`src/rtl/serial_subtractor_eight_bits.sv`:
```
// serial_subtractor_eight_bits
// Bit-serial subtractor: D = A - B - Bin, one bit per clock, LSB first,
// through a single full-subtractor cell fed from shift registers.
// Handshake: start accepted in IDLE or DONE; busy while shifting; done pulses
// for one cycle when D/Bout/V update. Results hold until the next completion.
// Optional macro SERIAL_SUB_ADD_MODE_EN adds a 'mode' input (1 = add, with
// Bout carrying the carry-out). The macro-undefined build is subtract only.
module serial_subtractor_eight_bits #(
   parameter int WIDTH = 8
) (
   input  logic             clk,
   input  logic             rst_n,
   input  logic             start,
   input  logic [WIDTH-1:0] A,
   input  logic [WIDTH-1:0] B,
   input  logic             Bin,
`ifdef SERIAL_SUB_ADD_MODE_EN
   input  logic             mode,
`endif
   output logic             busy,
   output logic             done,
   output logic [WIDTH-1:0] D,
   output logic             Bout,
   output logic             V
);

   localparam int CNT_W = $clog2(WIDTH);

   typedef enum logic [1:0] {IDLE, SHIFT, DONE} state_t;

   state_t           state_q, state_d;
   logic [WIDTH-1:0] a_sh_q, a_sh_d;
   logic [WIDTH-1:0] b_sh_q, b_sh_d;
   logic [WIDTH-1:0] res_q, res_d;
   logic [WIDTH-1:0] d_q, d_d;
   logic [CNT_W-1:0] cnt_q, cnt_d;
   logic             bw_q, bw_d;
   logic             bout_q, bout_d;
   logic             v_q, v_d;
`ifdef SERIAL_SUB_ADD_MODE_EN
   logic             mode_q, mode_d;
`endif

   logic a_bit, b_bit, sum_bit, bw_next, ovf_bit;
   logic accept, last_bit;

   // A new operation can only be taken when no operation is in flight.
   assign accept   = start && ((state_q == IDLE) || (state_q == DONE));
   assign last_bit = (cnt_q == CNT_W'(WIDTH - 1));

   // Single-bit cell; on the last bit a/b are the operand sign bits, so the
   // overflow flag can be formed from the cell's own inputs and output.
   always_comb begin
      a_bit   = a_sh_q[0];
      b_bit   = b_sh_q[0];
      sum_bit = a_bit ^ b_bit ^ bw_q;
      bw_next = (~a_bit & b_bit) | (~(a_bit ^ b_bit) & bw_q);
      ovf_bit = (a_bit ^ b_bit) & (sum_bit ^ a_bit);
`ifdef SERIAL_SUB_ADD_MODE_EN
      if (mode_q) begin
         bw_next = (a_bit & b_bit) | ((a_bit ^ b_bit) & bw_q);
         ovf_bit = ~(a_bit ^ b_bit) & (sum_bit ^ a_bit);
      end
`endif
   end

   // Next-state logic: DONE behaves like IDLE for a waiting start.
   always_comb begin
      state_d = state_q;
      case (state_q)
         IDLE:    if (start) state_d = SHIFT;
         SHIFT:   if (last_bit) state_d = DONE;
         DONE:    state_d = start ? SHIFT : IDLE;
         default: state_d = IDLE;
      endcase
   end

   // Datapath next values: capture on accept, shift one bit per SHIFT cycle.
   always_comb begin
      a_sh_d = a_sh_q;
      b_sh_d = b_sh_q;
      res_d  = res_q;
      cnt_d  = cnt_q;
      bw_d   = bw_q;
      d_d    = d_q;
      bout_d = bout_q;
      v_d    = v_q;
`ifdef SERIAL_SUB_ADD_MODE_EN
      mode_d = mode_q;
`endif
      if (accept) begin
         a_sh_d = A;
         b_sh_d = B;
         bw_d   = Bin;
         cnt_d  = '0;
`ifdef SERIAL_SUB_ADD_MODE_EN
         mode_d = mode;
`endif
      end else if (state_q == SHIFT) begin
         a_sh_d = a_sh_q >> 1;
         b_sh_d = b_sh_q >> 1;
         res_d  = {sum_bit, res_q[WIDTH-1:1]};
         bw_d   = bw_next;
         cnt_d  = cnt_q + CNT_W'(1);
         if (last_bit) begin
            d_d    = {sum_bit, res_q[WIDTH-1:1]};
            bout_d = bw_next;
            v_d    = ovf_bit;
         end
      end
   end

   // State register; reset aborts any operation in flight.
   always_ff @(posedge clk or negedge rst_n) begin
      if (!rst_n) state_q <= IDLE;
      else        state_q <= state_d;
   end

   // Datapath and held-result registers.
   always_ff @(posedge clk or negedge rst_n) begin
      if (!rst_n) begin
         a_sh_q <= '0;
         b_sh_q <= '0;
         res_q  <= '0;
         cnt_q  <= '0;
         bw_q   <= 1'b0;
         d_q    <= '0;
         bout_q <= 1'b0;
         v_q    <= 1'b0;
`ifdef SERIAL_SUB_ADD_MODE_EN
         mode_q <= 1'b0;
`endif
      end else begin
         a_sh_q <= a_sh_d;
         b_sh_q <= b_sh_d;
         res_q  <= res_d;
         cnt_q  <= cnt_d;
         bw_q   <= bw_d;
         d_q    <= d_d;
         bout_q <= bout_d;
         v_q    <= v_d;
`ifdef SERIAL_SUB_ADD_MODE_EN
         mode_q <= mode_d;
`endif
      end
   end

   assign busy = (state_q == SHIFT);
   assign done = (state_q == DONE);
   assign D    = d_q;
   assign Bout = bout_q;
   assign V    = v_q;

endmodule
```
`config.mk`:
```
export PLATFORM = sky130hd
export DESIGN_NAME = serial_subtractor_eight_bits
export DESIGN_NICKNAME = d
export VERILOG_FILES = /design/src/rtl/serial_subtractor_eight_bits.sv
export SDC_FILE = /design/constraint.sdc
export NUM_CORES = 1
export LEC_CHECK = 0
export CAP_MARGIN = 20
export CORE_UTILIZATION = 25
export CTS_BUF_LIST = sky130_fd_sc_hd__clkbuf_16
export DETAILED_ROUTE_END_ITERATION = 12
export PLACE_DENSITY = 0.47
export SLEW_MARGIN = 20
export SYNTH_ARGS = -nofsm -noshare
export SYNTH_HDL_FRONTEND = slang
export SYNTH_SLANG_ARGS = --single-unit
export TNS_END_PERCENT = 10
```
`constraint.sdc`:
```
create_clock -name clk -period 2.6 [get_ports clk]
set_input_delay 0.52 -clock clk [delete_from_list [all_inputs] [get_ports clk]]
set_output_delay 0.52 -clock clk [all_outputs]
set_load 0.03 [all_outputs]
```
==> results.md, run 1 <==
- Post-synthesis sequential area ratio: 0.592
- Setup ws final: 512 ps
- Nets: 210
- CTS tree: done
- Final core utilization: 0.336
- Initial DRC Count: 80
- Area delta synth->final: 29.5%
- Row cnt: 29
- Leading area contributor after synthesis: dfrtp_1
- Port Buf Inserts: 31
- Vias: 1,160
- Reg2reg end: D[0]$_DFFE_PN0P_
- Power density over the cells: 1290 mW/mm^2
- Ys Warns: 0
- Critical path arrival: 1570 ps
- Largest family of logic cells by synthesized area: simple AND/OR/NAND/NOR gates
- Post-route minimum period: 2090 ps
- Largest net degree at the start of global routing: 40
- Setup crit end kind: output pin
- Routed wire length: 3.33 mm
- Count leader, synth: nand2_1
- Yosys reg bits: 39
- Pre-CTS setup slack: 614 ps
- Max-slew violations: 0
- Fmax: 0.479 GHz
- Antenna cells: 0
- Post-synthesis cell type count: 27
- Multiplexer share of the synthesized area: 0.0547
- Die span in x: 83.2 um
- Synth Area in Compound Gates: 0.0972
- Max-slew headroom: 0.398
- CTS buffer count: 5
- Post-synthesis simple-gate area fraction: 0.168
- Antenna Nets Post-Route: 0
- Worst slew pin tran: 902 ps
- Share of layout cells above drive strength 1: 0.0963
- Synth Instances: 156
- Area of the core: 0.00635 mm^2
- Routed len/inst: 12.6 um
- Vias in the first global route: 1,112
- Final Hold Fails: 0
- Peak supply drop: 0.442 mV
- Worst-skew pair later-pin latency: 270 ps
- Clock skew: 1.94 ps
- DRC: 0
- Status: finished, final reports clean
- Starting density of the core: 0.260
- Sink Count: 39
- Die ar.: 0.00692 mm^2
- Post-Synth Adder-Cell Area: 0.0349
- # setup viols final: 0
- Worst hold-check path type: primary input to async pin
- Largest cells by area after synthesis: dfrtp_1, nand2_1, mux2_2, a31oi_1, nor2_1
- CTS HTree Levels: 2
- Worst-path clk slew: 60 ps
- Average size of a mapped cell: 10.6 um^2
- Ports: 32
- Ys async rst share: 1.00
- Critical setup path kind: register to output pin
- DR pass1 iterations: 4
- First-pass GRT wire length: 5.80 mm
- Period utilisation layout: 0.803
- Worst EP required: 2080 ps
- Clock Tree Buf Depth: 2
- Via density: 4.39
- Clock Tree Root: clkbuf_16
- Cell Area, Synth: 0.00165 mm^2
- Antenna violations before repair: 0
- Gpl congestion: 0.667
- R2r setup slk: 860 ps
- Origin of the critical flop-to-flop path: cnt_q[0]$_DFFE_PN0P_
- # hold bufs at CTS: 0
- Post-synth top area share: 0.592
- Most frequent cells after synthesis: nand2_1, dfrtp_1, nor2_1
- Post_cts resized: 0
- CP Launch Type: register
- Detail Placement HPWL: 2.17 mm
- TNS Setup: 0 ps
- Max Cap Viol: 0
- RSZ-0062 raised after global routing: no
- Overflow left after global routing: 0
- Number of synthesized flops with an enable pin: 0
- LEAKAGE: 0.961 nW
- Xor and xnor area share after synthesis: 0.00532
- Die H: 83.2 um
- Overall routing resource usage: 0.108
- Postcts setup bufs: 0
- FF-to-FF path depth: 4
- Most common flop cell mapped by yosys: dfrtp_1
- Critical path fanouts, max: 5
- Net Count, Synth: 180
- Worst hold slack: 372 ps
[logic make-up after synthesis]
kind of cell / count (synthesis)
simple gates: 67
xor+xnor: 1
fa+ha+maj: 4
mux: 8
compound gates: 24
buf+inv: 13
flops: 39
[where the power goes]
part           internal, mW  total [mW]  leakage, nW  switching [mW]
registers             0.897        1.06        0.480           0.159
clock network         0.345       0.570       0.0701           0.225
logic                 0.487        1.13        0.411           0.640
total                  1.73        2.75        0.961            1.02
[layer usage]
layer	routed length (um)	up-vias	part of all wire	GRT usage
met1	1690	549	0.51	0.157
li1	-	584	-	-
met5	0	-	0	0
met4	36	0	0.011	0.0423
met3	138	4	0.041	0.0388
met2	1470	23	0.44	0.143
[state kept, by name, summed over array words and instances (netlist names)]
signal and flops:
b_sh_q 8, D 8, a_sh_q 8, res_q 7
V 1, state_q 2, bw_q 1, cnt_q 3
Bout 1
[critical path, stage by stage (launching register included)]
cell	delay, ps
dfrtp_1	410
and2b_1	220
clkdlybuf4s50_1	670
[per-stage QoR]
stage	power, mW	std cells	area [um^2]
after floorplan	1.89	156	1650
after global placement	2.20	256	2000
after detailed placement	2.22	256	2000
after CTS	2.81	264	2130
after global routing	3.00	264	2130
final	2.75	264	2130
[placed cells by master, fill, tap and decap left out, drive strengths merged, types with 2 or more instances in the layout]
cell and n:
nor2 12, o22ai 3, clkbuf 5, mux2 8
a31oi 8, inv 4, clkdlybuf4s50 29, dfrtp 39
clkinv 2, a22o 3, a22oi 3, ha 3
nand2 42, buf 4, nand2b 2, o21ai 4
nand3 4, nor3 4
[layout make-up]
type / instances / area (um^2)
Clock buffer: 5 / 125
Clock inverter: 3 / 11.3
Fill cell: 639 / 4220
Inverter: 3 / 13.8
Multi-Input combinational cell: 104 / 593
Sequential cell: 39 / 976
Tap cell: 77 / 96.3
Timing Repair Buffer: 33 / 318
[worst max path at each step]
stage,startpoint,to
floorplan,cnt_q[0]$_DFFE_PN0P_,Bout$_DFFE_PN0P_
global placement,start,b_sh_q[2]$_DFFE_PN0P_
detailed placement,start,bw_q$_DFFE_PN0P_
CTS,state_q[0]$_DFFE_PN0P_,done
global route,state_q[0]$_DFFE_PN0P_,done
finish,state_q[0]$_DFFE_PN0P_,done
Power figures use the tool's default switching activity.
==> run 2: changes to the inputs <==
--- a/config.mk
+++ b/config.mk
@@ -9,7 +9,7 @@
 export CORE_UTILIZATION = 25
 export CTS_BUF_LIST = sky130_fd_sc_hd__clkbuf_16
 export DETAILED_ROUTE_END_ITERATION = 12
-export PLACE_DENSITY = 0.47
+export PLACE_DENSITY = 0.49
 export SLEW_MARGIN = 20
 export SYNTH_ARGS = -nofsm -noshare
 export SYNTH_HDL_FRONTEND = slang
==> constraint.sdc (replaced) <==
create_clock -name clk -period 1.73 [get_ports clk]
set_input_delay 0.346 -clock clk [delete_from_list [all_inputs] [get_ports clk]]
set_output_delay 0.346 -clock clk [all_outputs]
set_load 0.03 [all_outputs]
==> run 2 against run 1 <==
  * Sequential cell count unchanged
  * Clock skew down 0.75 ps
  * Final area up 2.4%
  * Total power up 51%
  * Worst setup slack worse by 420 ps
  * Clock-buffer cell count unchanged
  * Clock power up 44%
  * Sequential power up 49%
  * Combinational power up 56%
  * Die area unchanged
  * Final cell count up 1.5%
  * Non-clock buffer count up 6
  * Largest power group unchanged
==> results.md, run 2 (same netlist as run 1, synthesis figures left out) <==
- Power density over the cells: 1900 mW/mm^2 (+48%)
- First-pass GRT wire length: 5.65 mm (-2.6%)
- Metal2 WL: 1.45 mm (-1.2%)
- CP Launch Type: register
- Clock Tree Root: clkbuf_16
- TNS Setup: 0 ps (unchanged)
- Routed len/inst: 12.4 um (-1.6%)
- Die H: 83.2 um (unchanged)
- Setup crit end kind: output pin
- Largest net degree at the start of global routing: 28 (-30%)
- Final Hold Fails: 0 (unchanged)
- Routed wire length: 3.33 mm (-0.12%)
- Detail Placement HPWL: 2.26 mm (+4.3%)
- Critical setup path kind: register to output pin
- Critical path fanouts, max: 2 (-3)
- Crit-path slowest cell: clkdlybuf4s50_1
- Row cnt: 29 (unchanged)
- DR pass1 iterations: 4 (unchanged)
- RSZ-0062 raised after global routing: no
- Postcts setup bufs: 0 (unchanged)
- Die span in x: 83.2 um (unchanged)
- DRC: 0 (unchanged)
- # setup viols final: 0 (unchanged)
- Clock Tree Buf Depth: 2 (unchanged)
- Met3 wire length: 126 um (-8.7%)
- Gpl congestion: 0.691 (+3.5%)
- Overflow left after global routing: 0 (unchanged)
- Via density: 4.35 (-0.90%)
- Worst slew pin tran: 519 ps (-383 ps)
- Worst EP required: 1380 ps (-700 ps)
- Overall routing resource usage: 0.103 (-0.00456)
- Die ar.: 0.00692 mm^2 (unchanged)
- Max layer used: met3
- Antenna Nets Post-Route: 0 (unchanged)
- Setup ws final: 93.8 ps (-419 ps)
- Fill cells: 650 (+1.7%)
- Critical path's largest stage delay: 670 ps (about the same)
- Worst-skew pair later-pin latency: 270 ps (about the same)
- Share of layout cells above drive strength 1: 0.126 (+0.0294)
- Initial DRC Count: 57 (-29%)
- Peak supply drop: 0.778 mV (+76%)
- Worst-path clk slew: 50 ps (about the same)
- Placement Cell Area: 0.00205 mm^2 (+2.9%)
- Antenna violations before repair: 0 (unchanged)
- Starting density of the core: 0.260 (unchanged)
- CTS buffer count: 5 (unchanged)
- Max Cap Viol: 0 (unchanged)
- Most common cell after layout, fill and taps aside: nand2_1
- Area delta synth->final: 32.6%
- Post-Route M1 WL: 1.75 mm (+3.7%)
- Antenna cells: 0 (unchanged)
- Ports: 32 (unchanged)
- Status: finished, final reports clean
- Critical path arrival: 1290 ps (-280 ps)
- Worst hold-check path type: primary input to async pin
- CP cell instances: clkdlybuf4s50_1
- Post-route cell area: 0.00218 mm^2 (+2.4%)
- CTS HTree Levels: 2 (unchanged)
- Pre-CTS setup slack: 117 ps (-497 ps)
- Vias in the first global route: 1,181 (+6.2%)
- Period utilisation layout: 0.946
- Fmax: 0.611 GHz
- Most frequent cells in the layout: nand2_1, dfrtp_1, clkdlybuf4s50_1, nor2_1
- Crit path max-delay family: buffers and inverters
- Max-slew violations: 0 (unchanged)
- LEAKAGE: 0.997 nW (+3.7%)
- Area of the core: 0.00635 mm^2 (unchanged)
- Max-slew headroom: 0.654 (+0.256)
- Vias: 1,167 (+0.60%)
- # hold bufs at CTS: 0 (unchanged)
- Clock skew: 1.19 ps (-0.749 ps)
- Worst path bufs/invs: 1 (unchanged)
- CTS tree: done
- Port Buf Inserts: 31 (unchanged)
- Post-route minimum period: 1640 ps
- Nets: 216 (+2.9%)
- Sink Count: 39 (unchanged)
-- run 2: final timing paths --
kind | startpoint | to | slack, ps | depth (start not counted)
min in group clk | D[7]$_DFFE_PN0P_ | D[7]$_DFFE_PN0P_ | 480 | 2
max in group asynchronous | rst_n | state_q[0]$_DFFE_PN0P_ | 1100 | 2
min reg2reg | D[7]$_DFFE_PN0P_ | D[7]$_DFFE_PN0P_ | 480 | 2
max | D[0]$_DFFE_PN0P_ | D[0] | 90 | 1
min | rst_n | D[6]$_DFFE_PN0P_ | 50 | 1
max reg2reg | cnt_q[0]$_DFFE_PN0P_ | D[1]$_DFFE_PN0P_ | 190 | 5
-- run 2: worst register-to-register path, stage by stage (launching register included) --
cell and delay, ps:
dfrtp_1 380, ha_1 210, ha_1 200, nand3b_1 110, buf_4 180, mux2_2 340
-- run 2: stage by stage --
step	cells	hold slack (ps)	util	total power, mW
after floorplan	156	50.4	-	2.83
after global placement	262	354	0.324	3.35
after detailed placement	262	352	0.324	3.38
after CTS	268	61.2	0.344	4.22
after global routing	268	79.9	0.344	4.47
final	268	47.0	0.344	4.16
-- run 2: power by group --
part	total [mW]	leakage [nW]	internal, mW	switching (mW)
combinational	1.76	0.450	0.777	0.981
clock	0.820	0.0669	0.511	0.308
sequential	1.58	0.480	1.35	0.235
-- run 2: final cells by class --
class / instances / area [um^2] / area share
Clock inverter: 1 / 3.75 / 0.00172
Clock buffer: 5 / 125 / 0.0573
Inverter: 3 / 16.3 / 0.00745
Timing Repair Buffer: 39 / 374 / 0.171
Sequential cell: 39 / 976 / 0.447
Multi-Input combinational cell: 104 / 593 / 0.271
Tap cell: 77 / 96.3 / 0.0441
-- run 2: per-layer routing --
layer | global-route usage | vias up
met2 | 0.148 | 18
met4 | 0.0329 | 0
met5 | 0 | -
met1 | 0.146 | 558
li1 | - | 591
met3 | 0.0348 | 0
-- run 2: repair_timing --
action | 4_1_cts | 5_1_grt
gates resized for setup | 1 | 1
setup endpoints to repair | 1 | 1
hold endpoints to repair | 0 | 0
==> run 3: changes to the inputs <==
==> constraint.sdc (replaced) <==
create_clock -name clk -period 1.73 [get_ports clk]
set_input_delay 0.346 -clock clk [delete_from_list [all_inputs] [get_ports clk]]
set_output_delay 0.346 -clock clk [all_outputs]
set_load 0.01 [all_outputs]
==> run 3 against run 2 <==
  * Final area increased by 0.29%
  * Worst hold slack got worse by 19 ps
  * Sequential power about the same
  * Combinational power shrank 11%
  * Clock-buffer cell count stayed put
  * Worst setup slack improved by 110 ps
  * Sequential cell count stayed put
  * Register-to-register slack gained 40 ps
  * Global-route usage is 0.67 points higher
  * Final cell count rose by 0.75%
  * Critical endpoint is now done
  * Largest cell class unchanged
  * Largest power group is now sequential cells
  * Highest routed layer is now met4
==> results.md, run 3 (same netlist as run 1, synthesis figures left out) <==
- Power Internal: 2.64 mW (+0.30%)
- Routed wire length: 3.36 mm (+1.0%)
- Fmax: 0.656 GHz (+7.3%)
- Combinational share of power: 0.389 (-0.033)
- Row cnt: 29 (unchanged)
- Area delta synth->final: 33.0%
- Postcts setup bufs: 0 (unchanged)
- Share of layout cells above drive strength 1: 0.119 (-0.00648)
- R2r setup slk: 230 ps (+40 ps)
- Worst-path clk slew: 60 ps (about the same)
- Area of the core: 0.00635 mm^2 (unchanged)
- Nets: 216 (unchanged)
- CTS tree: done
- Port Buf Inserts: 31 (unchanged)
- Clock skew: 3.68 ps (+2.49 ps)
- Critical path's largest stage delay: 420 ps (-250 ps)
- Antenna Nets Post-Route: 0 (unchanged)
- Post-route cell area: 0.00219 mm^2 (+0.29%)
- Overall routing resource usage: 0.110 (+0.00672)
- CP Launch Type: register
- Setup ws final: 205 ps (+111 ps)
- DRC: 0 (unchanged)
- Die ar.: 0.00692 mm^2 (unchanged)
- LEAKAGE: 0.998 nW (+0.18%)
- Clock Tree Buf Depth: 2 (unchanged)
- P_sw: 1.36 mW (-11%)
- CTS HTree Levels: 2 (unchanged)
- Crit path launch: state_q[0]$_DFFE_PN0P_
- Max-slew violations: 0 (unchanged)
- FF-to-FF path depth: 5 (unchanged)
- Largest net degree at the start of global routing: 27 (-3.6%)
- Vias in the first global route: 1,205 (+2.0%)
- Clock Power Share: 0.214 (+0.017)
- Routed len/inst: 12.5 um (+0.27%)
- Setup crit end kind: output pin
- Initial DRC Count: 113 (+98%)
- DR pass1 iterations: 4 (unchanged)
- Worst hold-check path type: primary input to async pin
- Crit-path slowest cell: dfrtp_1
- Status: finished, final reports clean
- Antenna cells: 0 (unchanged)
- Pre-CTS setup slack: 123 ps (+6.22 ps)
- Critical setup path kind: register to output pin
- Gpl congestion: 0.671 (-3.0%)
- Critical path arrival: 1180 ps (-110 ps)
- Final Hold Fails: 0 (unchanged)
- Clock Tree Root: clkbuf_16
- Post-route minimum period: 1530 ps (-111 ps)
- CTS buffer count: 5 (unchanged)
- Max Cap Viol: 0 (unchanged)
- Overflow left after global routing: 0 (unchanged)
- Most common cell after layout, fill and taps aside: nand2_1
- RSZ-0062 raised after global routing: no
- CP cell instances: and2b_1, dlygate4sd2_1
- Sequential share of power: 0.397 (+0.016)
- Sw frac: 0.340 (-0.0263)
- Vias: 1,191 (+2.1%)
- Worst EP required: 1380 ps (about the same)
- Origin of the critical flop-to-flop path: cnt_q[0]$_DFFE_PN0P_
- Max-slew headroom: 0.672 (+0.0177)
- Critical path fanouts, max: 5 (+3)
- # setup viols final: 0 (unchanged)
- Period utilisation layout: 0.882 (-0.0642)
- Die span in x: 83.2 um (unchanged)
- Via density: 4.41 (+1.3%)
- # hold bufs at CTS: 0 (unchanged)
- Sink Count: 39 (unchanged)
- Worst slew pin tran: 493 ps (-26.6 ps)
- Detail Placement HPWL: 2.27 mm (+0.24%)
- Starting density of the core: 0.260 (unchanged)
- Ports: 32 (unchanged)
- Most frequent cells in the layout: nand2_1, dfrtp_1, clkdlybuf4s50_1, nor2_1
- First-pass GRT wire length: 5.90 mm (+4.4%)
- Power density over the cells: 1830 mW/mm^2 (-4.0%)
- TNS Setup: 0 ps (unchanged)
- Placement Cell Area: 0.00206 mm^2 (+0.12%)
- Antenna violations before repair: 0 (unchanged)
- Die H: 83.2 um (unchanged)
- Worst-skew pair later-pin latency: 280 ps (about the same)
- Peak supply drop: 0.659 mV (-15%)
- Post_cts resized: 2 (+1)
[run 3: layer usage]
metal / routed length (um) / up-vias / GRT usage
li1: - / 597 / -
met1: 1700 / 571 / 0.150
met2: 1440 / 18 / 0.156
met3: 152 / 5 / 0.0408
met4: 67 / 0 / 0.0470
met5: 0 / - / 0
[run 3: stage by stage]
stage	cells	total power [mW]	utilization	hold WS [ps]
6_report	270	4.01	0.345	27.9
5_1_grt	270	4.37	0.345	65.3
2_1_floorplan	156	2.64	-	50.4
3_5_place_dp	262	3.21	0.324	353
3_3_place_gp	262	3.19	0.324	353
4_1_cts	270	4.07	0.345	53.0
[run 3: area by class of cell]
class | count | area [um^2]
well taps | 77 | 96.3
clock buffers | 5 | 125
fillers | 653 | 4160
multi-input cells | 104 | 593
inverters | 3 | 13.8
repair buffers | 39 | 375
clock inverters | 3 | 11.3
flip-flops and latches | 39 | 976
[run 3: path summary, 6_finish.rpt]
| check | end |
|---|---|
| worst max-delay path | done |
| worst min-delay path | b_sh_q[0]$_DFFE_PN0P_ |
| worst max register to register | D[5]$_DFFE_PN0P_ |
| worst min register to register | V$_DFFE_PN0P_ |
| max in group asynchronous | D[5]$_DFFE_PN0P_ |
| min in group clk | V$_DFFE_PN0P_ |
[run 3: power by group through the flow]
stage	clock network (mW)	logic, mW	registers, mW
CTS	0.881	1.59	1.60
global route	0.920	1.79	1.66
finish	0.859	1.56	1.59
global placement	0	1.58	1.61
floorplan	0	1.04	1.61
detailed placement	0	1.60	1.61
[run 3: worst max-delay path: cells and delay by family, from the launching register on]
| family | cells | cell delay, ps |
|---|---|---|
| DFF | 1 | 420 |
| buffers and inverters | 1 | 260 |
| and+or+nand+nor | 1 | 220 |
==> patch 1: new RTL, config.mk and constraints of run 3 <==
Change the parameter `WIDTH` from 8 to 16.
--- a/src/rtl/serial_subtractor_eight_bits.sv
+++ b/src/rtl/serial_subtractor_eight_bits.sv
@@ -6,7 +6,7 @@
 // Optional macro SERIAL_SUB_ADD_MODE_EN adds a 'mode' input (1 = add, with
 // Bout carrying the carry-out). The macro-undefined build is subtract only.
 module serial_subtractor_eight_bits #(
-   parameter int WIDTH = 8
+   parameter int WIDTH = 16
 ) (
    input  logic             clk,
    input  logic             rst_n,
Ports: changed (resized A, B and D); port bits go from 32 to 56. No check against the original RTL was run, so the function may have changed too.
==> patch 1 against run 3 <==
Hold slack improved by 0.43 ns. Register-to-register slack got worse by 0.07 ns. Final area rose by 89%. Setup slack got worse by 0.072 ns. Power rose by 86%. Clock power rose by 110%. Area after synthesis rose by 86%. Count of clock-buffer cells in the layout rose by 4. Wire length rose by 110%. Sequential cell count rose by 33. Critical endpoint is now D[11]. Largest cell class unchanged.
==> patch 1: results (changes against run 3) <==
- Library cells used by synthesis: 31 (+15%)
- Routability cong.: 0.705 (+5.2%)
- Crit. Startpoint: D[11]
- Worst path max stage delay: 0.56 ns (+0.14 ns)
- First-pass GRT wire length: 11900 µm (+100%)
- R2R setup slack: 0.16 ns (-0.07 ns)
- Worst path arrival time: 1.25 ns (+0.07 ns)
- Critical-path maximum fanout: 2 (-3)
- WL final: 6980 µm (+110%)
- FILL cells: 1240 (+90%)
- GRT Util Overall: 0.120 (+0.0105)
- Crit path to: D[11]
- R2r worst-path depth: 4 (-1)
- Vias in the first global route: 2403 (+99%)
- Synth Instances: 303 (+94%)
- Seq/Total Area, Yosys: 0.587 (-0.00546)
- Placed Cells: 500 (+91%)
- Status: finished, final reports clean
- R2R Path End: V
- Skew final: 0.00556 ns (+0.00188 ns)
- Worst-Margin Slew: 0.442 ns (-0.0506 ns)
- Final #Nets: 404 (+87%)
- Num CTS Buffers: 9 (+4)
- Hpwl dp: 4450 µm (+97%)
- # hold bufs at CTS: 1 (+1)
- R2r startpoint: a_sh_q[0]
- Fraction of layout cells with a size suffix above 1: 0.135 (+0.0160)
- Synth top cells by count: nand2_1, dfrtp_1, nor2_1
- Max VDD drop: 0.00102 V (+55%)
- Leakage Power: 0.00189 µW (+90%)
- Top cells by area, synth: dfrtp_1, nand2_1, a31oi_1
- Pint: 4860 µW (+84%)
- Fin cells: 517 (+91%)
- Crit-path slowest cell: clkdlybuf4s50_1
[patch 1: changes by cell type after synthesis, sizes merged, moves of 2 or more]
cell    delta
a31oi     +20
buf        +6
clkbuf     +3
dfrtp     +33
mux2       +8
nand2     +64
nor2      +19
nor3       -4
o22ai      -2
[patch 1: kinds of logic (layout without fill, tap and decap cells)]
kind of cell | Yosys count | after routing | synth area share
simple gates | 147 | 147 | 0.194
buf+inv | 21 | 88 | 0.0416
mux | 17 | 17 | 0.0729
compound gates | 41 | 41 | 0.0848
xor+xnor | 2 | 2 | 0.00571
flops | 72 | 72 | 0.587
fa+ha+maj | 3 | 3 | 0.0147
[patch 1: area by class of cell]
type                    instances  area, µm²  share of cell area
clock inverters                 7       62.6              0.0151
clock buffers                   9        225              0.0543
multi-input cells             210       1150               0.276
flip-flops and latches         72       1800               0.434
repair buffers                 70        723               0.174
well taps                     147        184              0.0443
inverters                       2       7.51             0.00181
[patch 1: per-layer routing]
metal	GRT usage	wire length, µm	vias up
met2	0.181	3030	52
met1	0.157	3440	1126
met4	0.0427	106	0
li1	-	-	1126
met3	0.0466	400	10
met5	0	0	-
[patch 1: worst min path at each step]
stage	endpoint	startpoint	slack, ns	cells past startpoint
global route	D[15]	rst_n	0.50	2
finish	a_sh_q[11]	rst_n	0.46	2
CTS	D[15]	rst_n	0.46	2
global placement	a_sh_q[10]	rst_n	0.26	1
floorplan	Bout	rst_n	0.05	0
detailed placement	a_sh_q[10]	rst_n	0.26	1
[patch 1: power by group through the flow]
stage | Sequential, µW | Clock, µW | Combinational [µW]
floorplan | 2910 | 0 | 1800
global placement | 2950 | 0 | 2740
detailed placement | 2950 | 0 | 2780
CTS | 2940 | 1840 | 2790
global route | 3040 | 1920 | 3100
finish | 2930 | 1790 | 2740
==> patch 2: new RTL, flow settings as in run 3 <==
Without the edit above. The 3 states of `state_t` get a one-hot encoding in 3 bits.
--- a/src/rtl/serial_subtractor_eight_bits.sv
+++ b/src/rtl/serial_subtractor_eight_bits.sv
@@ -26,7 +26,7 @@
 
    localparam int CNT_W = $clog2(WIDTH);
 
-   typedef enum logic [1:0] {IDLE, SHIFT, DONE} state_t;
+   typedef enum logic [2:0] {IDLE = 3'b001, SHIFT = 3'b010, DONE = 3'b100} state_t;
 
    state_t           state_q, state_d;
    logic [WIDTH-1:0] a_sh_q, a_sh_d;
Formal check against the unedited RTL: same outputs for any inputs over 10 cycles, from zero or initial values and one cycle with rst_n low; not proved beyond that.
==> patch 2 against run 3 <==
Sequential cell count up 1. Area after synthesis up 5.9%. Power down 15%. Hold slack worse by 0.0068 ns. Utilization up 0.20 points. Count of clock-buffer cells in the layout unchanged. Wire length up 4.6%. Die area up 5.8%. Non-clock buffer count up 2. Setup slack worse by 0.14 ns. Sequential power down 10%. Final area up 7.0%.
==> patch 2: results (changes against run 3) <==
- First-pass GRT wire length: 5910 µm (+0.12%)
- Crit-path slowest cell: or3b_1
- Slew headroom: 0.669 (-0.00268)
- GRT Util Overall: 0.106 (-0.00402)
- Syn_nets: 163 (-9.4%)
- Hpwl dp: 2540 µm (+12%)
- FILL cells: 687 (+5.2%)
- Met3 wire len: 172 µm (+13%)
- Iter 0 DRT Violations: 38 (-66%)
- Library cells used by synthesis: 29 (+7.4%)
- Worst path max stage delay: 0.42 ns (about the same)
- WL final: 3520 µm (+4.6%)
- Worst path arrival time: 1.83 ns (+0.65 ns)
- Vias: 1178 (-1.1%)
- Max VDD drop: 0.000550 V (-17%)
- Skew final: 0.00331 ns (-0.000375 ns)
- Met2 Routed Length: 1780 µm (+24%)
- Final #Nets: 204 (-5.6%)
- Post-CTS Resized: 3 (+1)
- Met1 WL: 1500 µm (-12%)
- Status: finished, final reports clean
- Largest net degree at the start of global routing: 22 (-19%)
- Seq/Total Area, Yosys: 0.574 (-0.0181)
- Post-CTS Setup Bufs: 0 (unchanged)
- Routability cong.: 0.733 (+9.3%)
- PortBufs: 31 (unchanged)
- Critical-path maximum fanout: 18 (+13)
- Fraction of layout cells with a size suffix above 1: 0.232 (+0.113)
- Synth top cells by count: dfrtp_1, nand2_1, mux2_2
- Leakage Power: 0.00111 µW (+11%)
- Top cells by area, synth: dfrtp_1, mux2_2, nand2_1
- Vias in the first global route: 1277 (+6.0%)
patch 2: final timing paths:
| path | slack (ns) | cells past startpoint | to | start |
|---|---|---|---|---|
| max | 0.07 | 4 | a_sh_q[5] | state_q[2] |
| min | 0.02 | 1 | a_sh_q[4] | rst_n |
| max reg2reg | 0.07 | 4 | a_sh_q[5] | state_q[2] |
| min reg2reg | 0.49 | 2 | D[7] | D[7] |
| max in group asynchronous | 1.15 | 2 | state_q[0] | rst_n |
| min in group clk | 0.49 | 2 | D[7] | D[7] |
patch 2: cells by family (layout without fill, tap and decap cells):
family,after synthesis,after routing,synth area share
compound gates,20,20,0.0918
buf+inv,10,52,0.0373
flops,40,40,0.574
simple gates,44,44,0.122
mux,18,18,0.127
xor+xnor,3,3,0.0151
fa+ha+maj,4,4,0.0330
patch 2: final cells by class:
type,instances,area share
flip-flops and latches,40,0.427
multi-input cells,89,0.292
repair buffers,41,0.173
clock buffers,5,0.0534
well taps,80,0.0427
clock inverters,3,0.00587
inverters,3,0.00480
patch 2: power breakdown:
part | internal, µW | total, µW | switching [µW] | leakage [µW]
Sequential | 1250 | 1430 | 185 | 0.000518
Combinational | 613 | 1100 | 492 | 0.000519
Clock | 523 | 866 | 343 | 0.0000710
patch 2: routing by layer:
metal  vias up  GRT usage
li1        563          -
met1       577      0.121
met2        32      0.185
met3         6     0.0289
met4         0     0.0455
met5         -          0
patch 2: per-stage QoR:
stage	instance area, µm²	instances	setup slack [ns]
finish	2340	261	0.0658
global route	2340	261	0.00278
CTS	2330	261	0.00971
detailed placement	2200	253	-0.0843
global placement	2200	253	-0.0157
floorplan	1750	139	0.0226
patch 2: critical path: cells and delay by family (launching register included):
kind,cells,cell delay (ns)
simple gates,1,0.42
mux,2,0.56
flops,1,0.37
buf+inv,1,0.19
